===== src/rtl/sga_pkg.sv =====
`default_nettype none
// ============================================================================
// Module   : sga_pkg
// Purpose  : Shared types for the turn queue: direction encodings, FSM
//            states and the opposite-direction helper.
// Revision : 1.0 - initial release
// ============================================================================
package sga_pkg;

    typedef logic [1:0] dir_t;

    localparam dir_t DIR_RIGHT = 2'b00;
    localparam dir_t DIR_LEFT  = 2'b01;
    localparam dir_t DIR_DOWN  = 2'b10;
    localparam dir_t DIR_UP    = 2'b11;

    // Encoded so the value can be driven straight onto the debug port.
    typedef enum logic [1:0] {
        ST_IDLE   = 2'b00,
        ST_RUN    = 2'b01,
        ST_PAUSED = 2'b10
    } state_t;

    // Opposite directions differ only in the low bit.
    function automatic dir_t opposite(input dir_t d);
        return d ^ 2'b01;
    endfunction

endpackage
`default_nettype wire


===== src/rtl/sga_turn_queue_if.sv =====
`default_nettype none
// ============================================================================
// Module   : sga_turn_queue_if
// Purpose  : Control, button and status bundle of the turn queue.
//            master : game controller / button side (drives controls)
//            slave  : turn queue (drives direction, q_count, dropped, db_state)
// Ports    : start/pause/stop/step, init_dir, left/right/up/down (to slave);
//            direction, q_count, dropped, db_state (from slave)
// Revision : 1.0 - initial release
// ============================================================================
interface sga_turn_queue_if #(
    parameter int PLAYERS = 1,
    parameter int DEPTH   = 2
);
    localparam int CNT_W = $clog2(DEPTH + 1);

    logic                       start;
    logic                       pause;
    logic                       stop;
    logic                       step;
    logic [2*PLAYERS-1:0]       init_dir;
    logic [PLAYERS-1:0]         left;
    logic [PLAYERS-1:0]         right;
    logic [PLAYERS-1:0]         up;
    logic [PLAYERS-1:0]         down;
    logic [2*PLAYERS-1:0]       direction;
    logic [CNT_W*PLAYERS-1:0]   q_count;
    logic [PLAYERS-1:0]         dropped;
    logic [1:0]                 db_state;

    modport master (
        output start, pause, stop, step, init_dir, left, right, up, down,
        input  direction, q_count, dropped, db_state
    );

    modport slave (
        input  start, pause, stop, step, init_dir, left, right, up, down,
        output direction, q_count, dropped, db_state
    );

endinterface
`default_nettype wire


===== src/rtl/sga_dir_fifo.sv =====
`default_nettype none
// ============================================================================
// Module   : sga_dir_fifo
// Purpose  : DEPTH-entry FIFO of 2-bit directions for one player. Exposes
//            the oldest entry (head) and the most recently written one
//            (newest) so the caller can validate a turn against the last
//            queued move.
// Ports    : clock, restart, clear, push, pop, din -> head, newest, count,
//            full, empty
// Revision : 1.0 - initial release
// ============================================================================
module sga_dir_fifo
    import sga_pkg::*;
#(
    parameter int DEPTH = 2,
    parameter int CNT_W = $clog2(DEPTH + 1)
) (
    input  logic             clock,
    input  logic             restart,
    input  logic             clear,
    input  logic             push,
    input  logic             pop,
    input  dir_t             din,
    output dir_t             head,
    output dir_t             newest,
    output logic [CNT_W-1:0] count,
    output logic             full,
    output logic             empty
);

    localparam int PTR_W = (DEPTH > 1) ? $clog2(DEPTH) : 1;
    localparam logic [PTR_W-1:0] c_last = PTR_W'(DEPTH - 1);

    dir_t             r_mem [DEPTH];
    logic [PTR_W-1:0] r_rd_ptr;
    logic [PTR_W-1:0] r_wr_ptr;
    logic [CNT_W-1:0] r_count;

    logic             w_do_pop;
    logic             w_do_push;
    logic [PTR_W-1:0] w_newest_ptr;

    function automatic logic [PTR_W-1:0] ptr_inc(input logic [PTR_W-1:0] p);
        return (p == c_last) ? '0 : p + 1'b1;
    endfunction

    assign empty = (r_count == '0);
    assign full  = (r_count == CNT_W'(DEPTH));
    assign count = r_count;

    // A full FIFO may accept a push only when a pop frees a slot this cycle.
    assign w_do_pop  = pop && !empty;
    assign w_do_push = push && (!full || w_do_pop);

    assign w_newest_ptr = (r_wr_ptr == '0) ? c_last : r_wr_ptr - 1'b1;
    assign head         = r_mem[r_rd_ptr];
    assign newest       = r_mem[w_newest_ptr];

    always_ff @(posedge clock) begin
        if (restart || clear) begin
            r_rd_ptr <= '0;
            r_wr_ptr <= '0;
            r_count  <= '0;
            for (int i = 0; i < DEPTH; i++) begin
                r_mem[i] <= DIR_RIGHT;
            end
        end else begin
            if (w_do_push) begin
                r_mem[r_wr_ptr] <= din;
                r_wr_ptr        <= ptr_inc(r_wr_ptr);
            end
            if (w_do_pop) begin
                r_rd_ptr <= ptr_inc(r_rd_ptr);
            end
            case ({w_do_push, w_do_pop})
                2'b10:   r_count <= r_count + 1'b1;
                2'b01:   r_count <= r_count - 1'b1;
                default: r_count <= r_count;
            endcase
        end
    end

endmodule
`default_nettype wire


===== src/rtl/sga_turn_queue.sv =====
`default_nettype none
// ============================================================================
// Module   : sga_turn_queue
// Purpose  : Per-player turn buffering for the snake game. Detects button
//            edges, rejects reversals and repeats, queues up to DEPTH turns
//            per player and releases one turn per move tick.
// Ports    : clock, restart (sync, active high), bus (sga_turn_queue_if.slave)
// Revision : 1.0 - initial release
// ============================================================================
module sga_turn_queue
    import sga_pkg::*;
#(
    parameter int PLAYERS = 1,
    parameter int DEPTH   = 2
) (
    input  logic            clock,
    input  logic            restart,
    sga_turn_queue_if.slave bus
);

    localparam int CNT_W = $clog2(DEPTH + 1);

    state_t r_state;
    state_t w_state_next;
    logic   w_launch;   // IDLE -> RUN: load start directions, flush queues
    logic   w_active;   // commands are evaluated this cycle
    logic   w_step;     // move tick takes effect this cycle

    logic [PLAYERS-1:0] r_prev_up;
    logic [PLAYERS-1:0] r_prev_down;
    logic [PLAYERS-1:0] r_prev_left;
    logic [PLAYERS-1:0] r_prev_right;

    // ------------------------------------------------------------------
    // Game FSM
    // ------------------------------------------------------------------
    always_ff @(posedge clock) begin
        if (restart) begin
            r_state <= ST_IDLE;
        end else begin
            r_state <= w_state_next;
        end
    end

    always_comb begin
        w_state_next = r_state;
        w_launch     = 1'b0;
        w_active     = 1'b0;
        w_step       = 1'b0;
        if (bus.stop) begin
            // Game over: queued turns and ticks in this cycle are moot.
            w_state_next = ST_IDLE;
        end else begin
            case (r_state)
                ST_IDLE: begin
                    if (bus.start) begin
                        w_state_next = ST_RUN;
                        w_launch     = 1'b1;
                    end
                end
                ST_RUN: begin
                    w_active = 1'b1;
                    w_step   = bus.step && !bus.pause;
                    if (bus.pause) begin
                        w_state_next = ST_PAUSED;
                    end
                end
                ST_PAUSED: begin
                    if (bus.start) begin
                        w_state_next = ST_RUN;
                    end
                end
                default: w_state_next = ST_IDLE;
            endcase
        end
    end

    assign bus.db_state = r_state;

    // Edge registers track the buttons in every state so a button held
    // across a pause or game start does not fire later.
    always_ff @(posedge clock) begin
        if (restart) begin
            r_prev_up    <= '0;
            r_prev_down  <= '0;
            r_prev_left  <= '0;
            r_prev_right <= '0;
        end else begin
            r_prev_up    <= bus.up;
            r_prev_down  <= bus.down;
            r_prev_left  <= bus.left;
            r_prev_right <= bus.right;
        end
    end

    // ------------------------------------------------------------------
    // Per-player turn handling
    // ------------------------------------------------------------------
    for (genvar p = 0; p < PLAYERS; p++) begin : g_player
        dir_t             r_dir;
        logic             r_dropped;
        dir_t             w_cmd;
        logic             w_has_cmd;
        dir_t             w_ref;
        logic             w_valid;
        logic             w_push;
        logic             w_pop;
        dir_t             w_head;
        dir_t             w_newest;
        logic [CNT_W-1:0] w_count;
        logic             w_full;
        logic             w_empty;

        // Same-cycle edges resolve as up > down > left > right.
        always_comb begin
            w_cmd     = DIR_RIGHT;
            w_has_cmd = 1'b1;
            if (bus.up[p] && !r_prev_up[p]) begin
                w_cmd = DIR_UP;
            end else if (bus.down[p] && !r_prev_down[p]) begin
                w_cmd = DIR_DOWN;
            end else if (bus.left[p] && !r_prev_left[p]) begin
                w_cmd = DIR_LEFT;
            end else if (bus.right[p] && !r_prev_right[p]) begin
                w_cmd = DIR_RIGHT;
            end else begin
                w_has_cmd = 1'b0;
            end
        end

        // A turn is judged against the last move it will follow.
        assign w_ref   = w_empty ? r_dir : w_newest;
        assign w_valid = w_active && w_has_cmd &&
                         (w_cmd != w_ref) && (w_cmd != opposite(w_ref));

        assign w_pop  = w_step && !w_empty;
        // Empty queue with a tick: the command bypasses the queue.
        assign w_push = w_valid && !(w_step && w_empty) && (!w_full || w_step);

        sga_dir_fifo #(
            .DEPTH (DEPTH),
            .CNT_W (CNT_W)
        ) u_fifo (
            .clock   (clock),
            .restart (restart),
            .clear   (w_launch),
            .push    (w_push),
            .pop     (w_pop),
            .din     (w_cmd),
            .head    (w_head),
            .newest  (w_newest),
            .count   (w_count),
            .full    (w_full),
            .empty   (w_empty)
        );

        always_ff @(posedge clock) begin
            if (restart) begin
                r_dir     <= DIR_RIGHT;
                r_dropped <= 1'b0;
            end else begin
                r_dropped <= w_valid && w_full && !w_step;
                if (w_launch) begin
                    r_dir <= bus.init_dir[2*p +: 2];
                end else if (w_pop) begin
                    r_dir <= w_head;
                end else if (w_step && w_valid) begin
                    r_dir <= w_cmd;
                end
            end
        end

        assign bus.direction[2*p +: 2]     = r_dir;
        assign bus.q_count[CNT_W*p +: CNT_W] = w_count;
        assign bus.dropped[p]              = r_dropped;
    end

endmodule
`default_nettype wire


===== src/flat_wrapper.sv =====
// flat-port wrapper written by rule: the top's interface ports become plain ports
module sga_turn_queue_flat import sga_pkg::*;
#(
    parameter int PLAYERS = 1,
    parameter int DEPTH   = 2
)
  (clock, restart, bus_start, bus_pause, bus_stop, bus_step, bus_init_dir, bus_left, bus_right, bus_up, bus_down, bus_direction, bus_q_count, bus_dropped, bus_db_state);
  sga_turn_queue_if #(.PLAYERS(PLAYERS), .DEPTH(DEPTH)) bus_i ();
  input  logic clock;
  input  logic restart;
  input wire logic [$bits(bus_i.start)-1:0] bus_start;
  input wire logic [$bits(bus_i.pause)-1:0] bus_pause;
  input wire logic [$bits(bus_i.stop)-1:0] bus_stop;
  input wire logic [$bits(bus_i.step)-1:0] bus_step;
  input wire logic [$bits(bus_i.init_dir)-1:0] bus_init_dir;
  input wire logic [$bits(bus_i.left)-1:0] bus_left;
  input wire logic [$bits(bus_i.right)-1:0] bus_right;
  input wire logic [$bits(bus_i.up)-1:0] bus_up;
  input wire logic [$bits(bus_i.down)-1:0] bus_down;
  output wire logic [$bits(bus_i.direction)-1:0] bus_direction;
  output wire logic [$bits(bus_i.q_count)-1:0] bus_q_count;
  output wire logic [$bits(bus_i.dropped)-1:0] bus_dropped;
  output wire logic [$bits(bus_i.db_state)-1:0] bus_db_state;
  assign bus_i.start = bus_start;
  assign bus_i.pause = bus_pause;
  assign bus_i.stop = bus_stop;
  assign bus_i.step = bus_step;
  assign bus_i.init_dir = bus_init_dir;
  assign bus_i.left = bus_left;
  assign bus_i.right = bus_right;
  assign bus_i.up = bus_up;
  assign bus_i.down = bus_down;
  assign bus_direction = bus_i.direction;
  assign bus_q_count = bus_i.q_count;
  assign bus_dropped = bus_i.dropped;
  assign bus_db_state = bus_i.db_state;
  sga_turn_queue #(.PLAYERS(PLAYERS), .DEPTH(DEPTH)) u_core (.clock(clock), .restart(restart), .bus(bus_i));
endmodule

===== config.mk =====
export PLATFORM = sky130hd
export DESIGN_NAME = sga_turn_queue_flat
export DESIGN_NICKNAME = d
export VERILOG_FILES = /design/src/rtl/sga_pkg.sv /design/src/rtl/sga_turn_queue_if.sv /design/src/rtl/sga_dir_fifo.sv /design/src/rtl/sga_turn_queue.sv /design/src/flat_wrapper.sv
export SDC_FILE = /design/constraint.sdc
export NUM_CORES = 1
export LEC_CHECK = 0
export BUFFER_PORTS_ARGS = -buffer_cell sky130_fd_sc_hd__buf_2
export CAP_MARGIN = 20
export CORE_UTILIZATION = 54
export CTS_CLUSTER_DIAMETER = 50
export DETAILED_ROUTE_END_ITERATION = 10
export PLACE_DENSITY = 0.78
export REMOVE_ABC_BUFFERS = 1
export SYNTH_ARGS = -nofsm -noshare
export SYNTH_HDL_FRONTEND = slang
export SYNTH_SLANG_ARGS = --single-unit

===== constraint.sdc =====
create_clock -name clock -period 3.4 [get_ports clock]
set_input_delay 0.51 -clock clock [delete_from_list [all_inputs] [get_ports clock]]
set_output_delay 0.51 -clock clock [all_outputs]
set_load 0.1 [all_outputs]

==> metrics.md <==
| Metric | Value |
|---|---|
| Outcome | `finished clean` |
| Initial DRC Count | `16` |
| Seq/Total Area, Yosys | `41.2%` |
| Crit Path Class | `flip-flop to flip-flop` |
| P&R area growth vs syn | `13.5%` |
| DRT Pass-1 Iters | `4` |
| DR vias/cell | `5.26` |
| Initial Util | `61.0%` |
| Hold WC Path Type | `input pin to flip-flop` |
| CP required | `3.63 ns` |
| FP Rows | `14` |
| Setup WS post-layout | `0.865 ns` |
| WP depth | `7` |
| Power per cell area | `382 mW/mm^2` |
| IO Pins | `19` |
| Power Total | `0.000422 W` |
| # Max-Cap Violations | `0` |
| Largest net degree at the start of global routing | `12` |
| Layout cell share with drive strength beyond 1 | `28.4%` |
| Area leader, netlist | `dfxtp_1` |
| Buffer and inverter count on the worst path | `0` |
| H-tree depth | `1` |
| Pre-CTS setup slack | `0.728 ns` |
| Port Buffers | `18` |
| CTS tree | `yes` |
| Most numerous cell in the Yosys netlist | `dfxtp_1` |
| Reg2reg setup slack | `0.87 ns` |
| Final setup vio count | `0` |
| Root buf cell | `clkbuf_4` |
| Top delay family on crit path | `simple AND/OR/NAND/NOR gates` |
| Setup Fix Bufs, Post-CTS | `0` |
| Crit path to | `u_core.g_player[0].u_fifo.count[1]$_SDFFE_PP0P_` |
| CTS Sinks | `18` |
| Post-synth top flop | `dfxtp_1` |
| Crit path arrival time | `2.76 ns` |
| WL per Instance | `12.4 um` |
| Fin crit period | `2.53 ns` |
| Routability congestion estimate | `0.767` |
| Post-synth EDFFs | `4` |
| Slowest CP cell | `dfxtp_1` |
| Final Util | `69.2%` |
| Max clock buf depth | `2` |
| Crit share post-route | `74.6%` |
| Final hold violation count | `0` |
| Worst slew margin | `46.9%` |
| Die width | `44.4 um` |
| Post-CTS Hold Fix Bufs | `0` |
| Syn Area/Cell | `10.1 sq um` |
| Die Ht | `44.4 um` |
| GR Overflow Total | `0` |
| Worst Reg-to-Reg Cells | `7` |
| Share of synthesized registers carrying an async set or reset | `0%` |
| Mapped cell area | `972 sq um` |
| Critical Path Source | `u_core.bus.db_state[0]$_SDFFE_PP0P_` |
| Worst Tran Pin Value | `0.786 ns` |
| Clock transition at path regs | `0.11 ns` |
| Worst-skew pair later-pin latency | `0.30 ns` |
| Diode count | `0` |
| YS warnings | `0` |
| CP Cell Sequence | `or3b_4 > nor2_4 > xor2_1 > a211o_1 > ha_1 > or3_1 > a21oi_1` |
| Reg2reg end | `u_core.g_player[0].u_fifo.count[1]$_SDFFE_PP0P_` |
| Register area | `400 sq um` |
| Detailed Place HPWL | `1.32 mm` |
| Slew Limit Fails | `0` |
| Post-Route Setup TNS | `0 ns` |
| Kind of end point of the critical path | `flip-flop` |
| RSZ-0062 raised after global routing | `false` |
| DR DRC count | `0` |
| Routed Antenna Nets | `0` |
| FF-to-FF Start | `u_core.bus.db_state[0]$_SDFFE_PP0P_` |
| Flops & latches, synth | `18` |
| Core ar. | `0.00159 sq mm` |
| Yosys top cell area share | `28.8%` |
| Ranking of synthesized cells by area | `dfxtp_1, edfxtp_1, mux2i_1, nand2_1, nand2b_1` |
| All-Layer GR Usage | `20.6%` |
| Vias in the first global route | `723` |
| Critical path's largest stage delay | `0.45 ns` |
| Global-route wire length before repair | `2.92 mm` |
| TritonCTS Buffers | `3` |
| CP max FO | `8` |
| VDD IR max | `0.260 mV` |
| Drt total wl | `1.74 mm` |
| LEAKAGE | `0.447 nW` |
| Post-Syn Instances | `96` |
| Nets@finish | `130` |
| Crit start category | `flip-flop` |
| Vias post-DR | `737` |
| Multi-input logic area | `549 sq um` |
| Die ar. | `0.00197 sq mm` |
| # resized after CTS | `0` |
| Fill count | `125` |
| Worst Skew | `0.0109 ns` |
| Netlist cell types | `37` |
| Fmax | `395 MHz` |
| Post-synth top cells | `dfxtp_1, nand2_1, nor2_1` |
| Initial antenna violation count | `0` |
==> cell type report <==
type                    instances  area share, %
inverters                       2          0.680
well taps                      24           2.72
clock buffers                   3           2.04
clock inverters                 1          0.340
flip-flops and latches         18           36.3
repair buffers                 18           8.16
multi-input cells              74           49.8
==> how the worst min path moves through the flow <==
stage	startpoint	slack [ns]	depth (start not counted)	to
finish	bus_stop	0.42	2	u_core.bus.db_state[0]$_SDFFE_PP0P_
global route	bus_stop	0.43	2	u_core.bus.db_state[0]$_SDFFE_PP0P_
CTS	bus_stop	0.42	2	u_core.bus.db_state[0]$_SDFFE_PP0P_
detailed placement	u_core.g_player[0].u_fifo.r_rd_ptr$_SDFFE_PP0P_	0.50	2	u_core.g_player[0].u_fifo.r_rd_ptr$_SDFFE_PP0P_
global placement	u_core.g_player[0].u_fifo.r_rd_ptr$_SDFFE_PP0P_	0.50	2	u_core.g_player[0].u_fifo.r_rd_ptr$_SDFFE_PP0P_
floorplan	u_core.g_player[0].u_fifo.r_wr_ptr$_SDFFE_PP0P_	0.48	2	u_core.g_player[0].u_fifo.r_wr_ptr$_SDFFE_PP0P_
==> where the power goes <==
part / total, W / internal [W] / switching (W)
registers: 0.000232 / 0.000226 / 0.00000552
clock network: 0.000110 / 0.0000428 / 0.0000677
logic: 0.0000791 / 0.0000257 / 0.0000534
==> cells in the final DEF (no fill, tap or decap), drive strengths merged <==
cell type and count:
o21a 1, a311oi 1, nand2b 6, mux2i 8
or4b 1, dfxtp 14, a21oi 2, a221oi 1
a211oi 2, edfxtp 4, nand2 10, buf 18
inv 2, nor4b 1, or3 1, or3b 1
clkbuf 3, o21ai 3, mux2 1, a211o 1
xor2 2, clkinv 1, o211ai 2, ha 1
nor4 3, nor3 5, nand4b 1, nor2 12
nor2b 6, xnor2 2
==> per-stage QoR <==
step                      cell area, sq um  hold WS (ns)  cells
final                                 1100         0.421    140
after global routing                  1100         0.434    140
after CTS                             1100         0.417    140
after detailed placement              1080         0.504    136
after global placement                1080         0.499    136
after floorplan                        957         0.480     94
==> flip-flops by register name, indices dropped and copies added, names as in the netlist, named ones only <==
name	count
u_core.g_player.u_fifo.r_rd_ptr	1
u_core.r_prev_up	1
u_core.g_player.u_fifo.count	2
u_core.g_player.u_fifo.r_mem	4
u_core.bus.direction	2
u_core.g_player.u_fifo.r_wr_ptr	1
u_core.bus.db_state	2
u_core.r_prev_left	1
u_core.r_prev_down	1
u_core.r_prev_right	1
u_core.bus.dropped	1
==> routing by layer <==
metal	global-route usage, %	share of wire [%]	routed length, um	up-vias
li1	-	-	-	384
met1	24.7	47	813	329
met2	35.9	48	826	19
met3	2.45	3.1	54	5
met4	10.9	2.4	41	0
met5	0	0	0	-
==> logic make-up after synthesis <==
family / Yosys count / synth area share (%)
and+or+nand+nor: 47 / 30.8
DFF: 18 / 41.2
AOI/OAI and AO/OA: 13 / 11.1
muxes: 9 / 9.78
xor gates and xnor gates: 4 / 3.60
buffers and inverters: 4 / 2.32
adders and majority gates: 1 / 1.29
No activity file was read; power rests on OpenSTA's default activity.
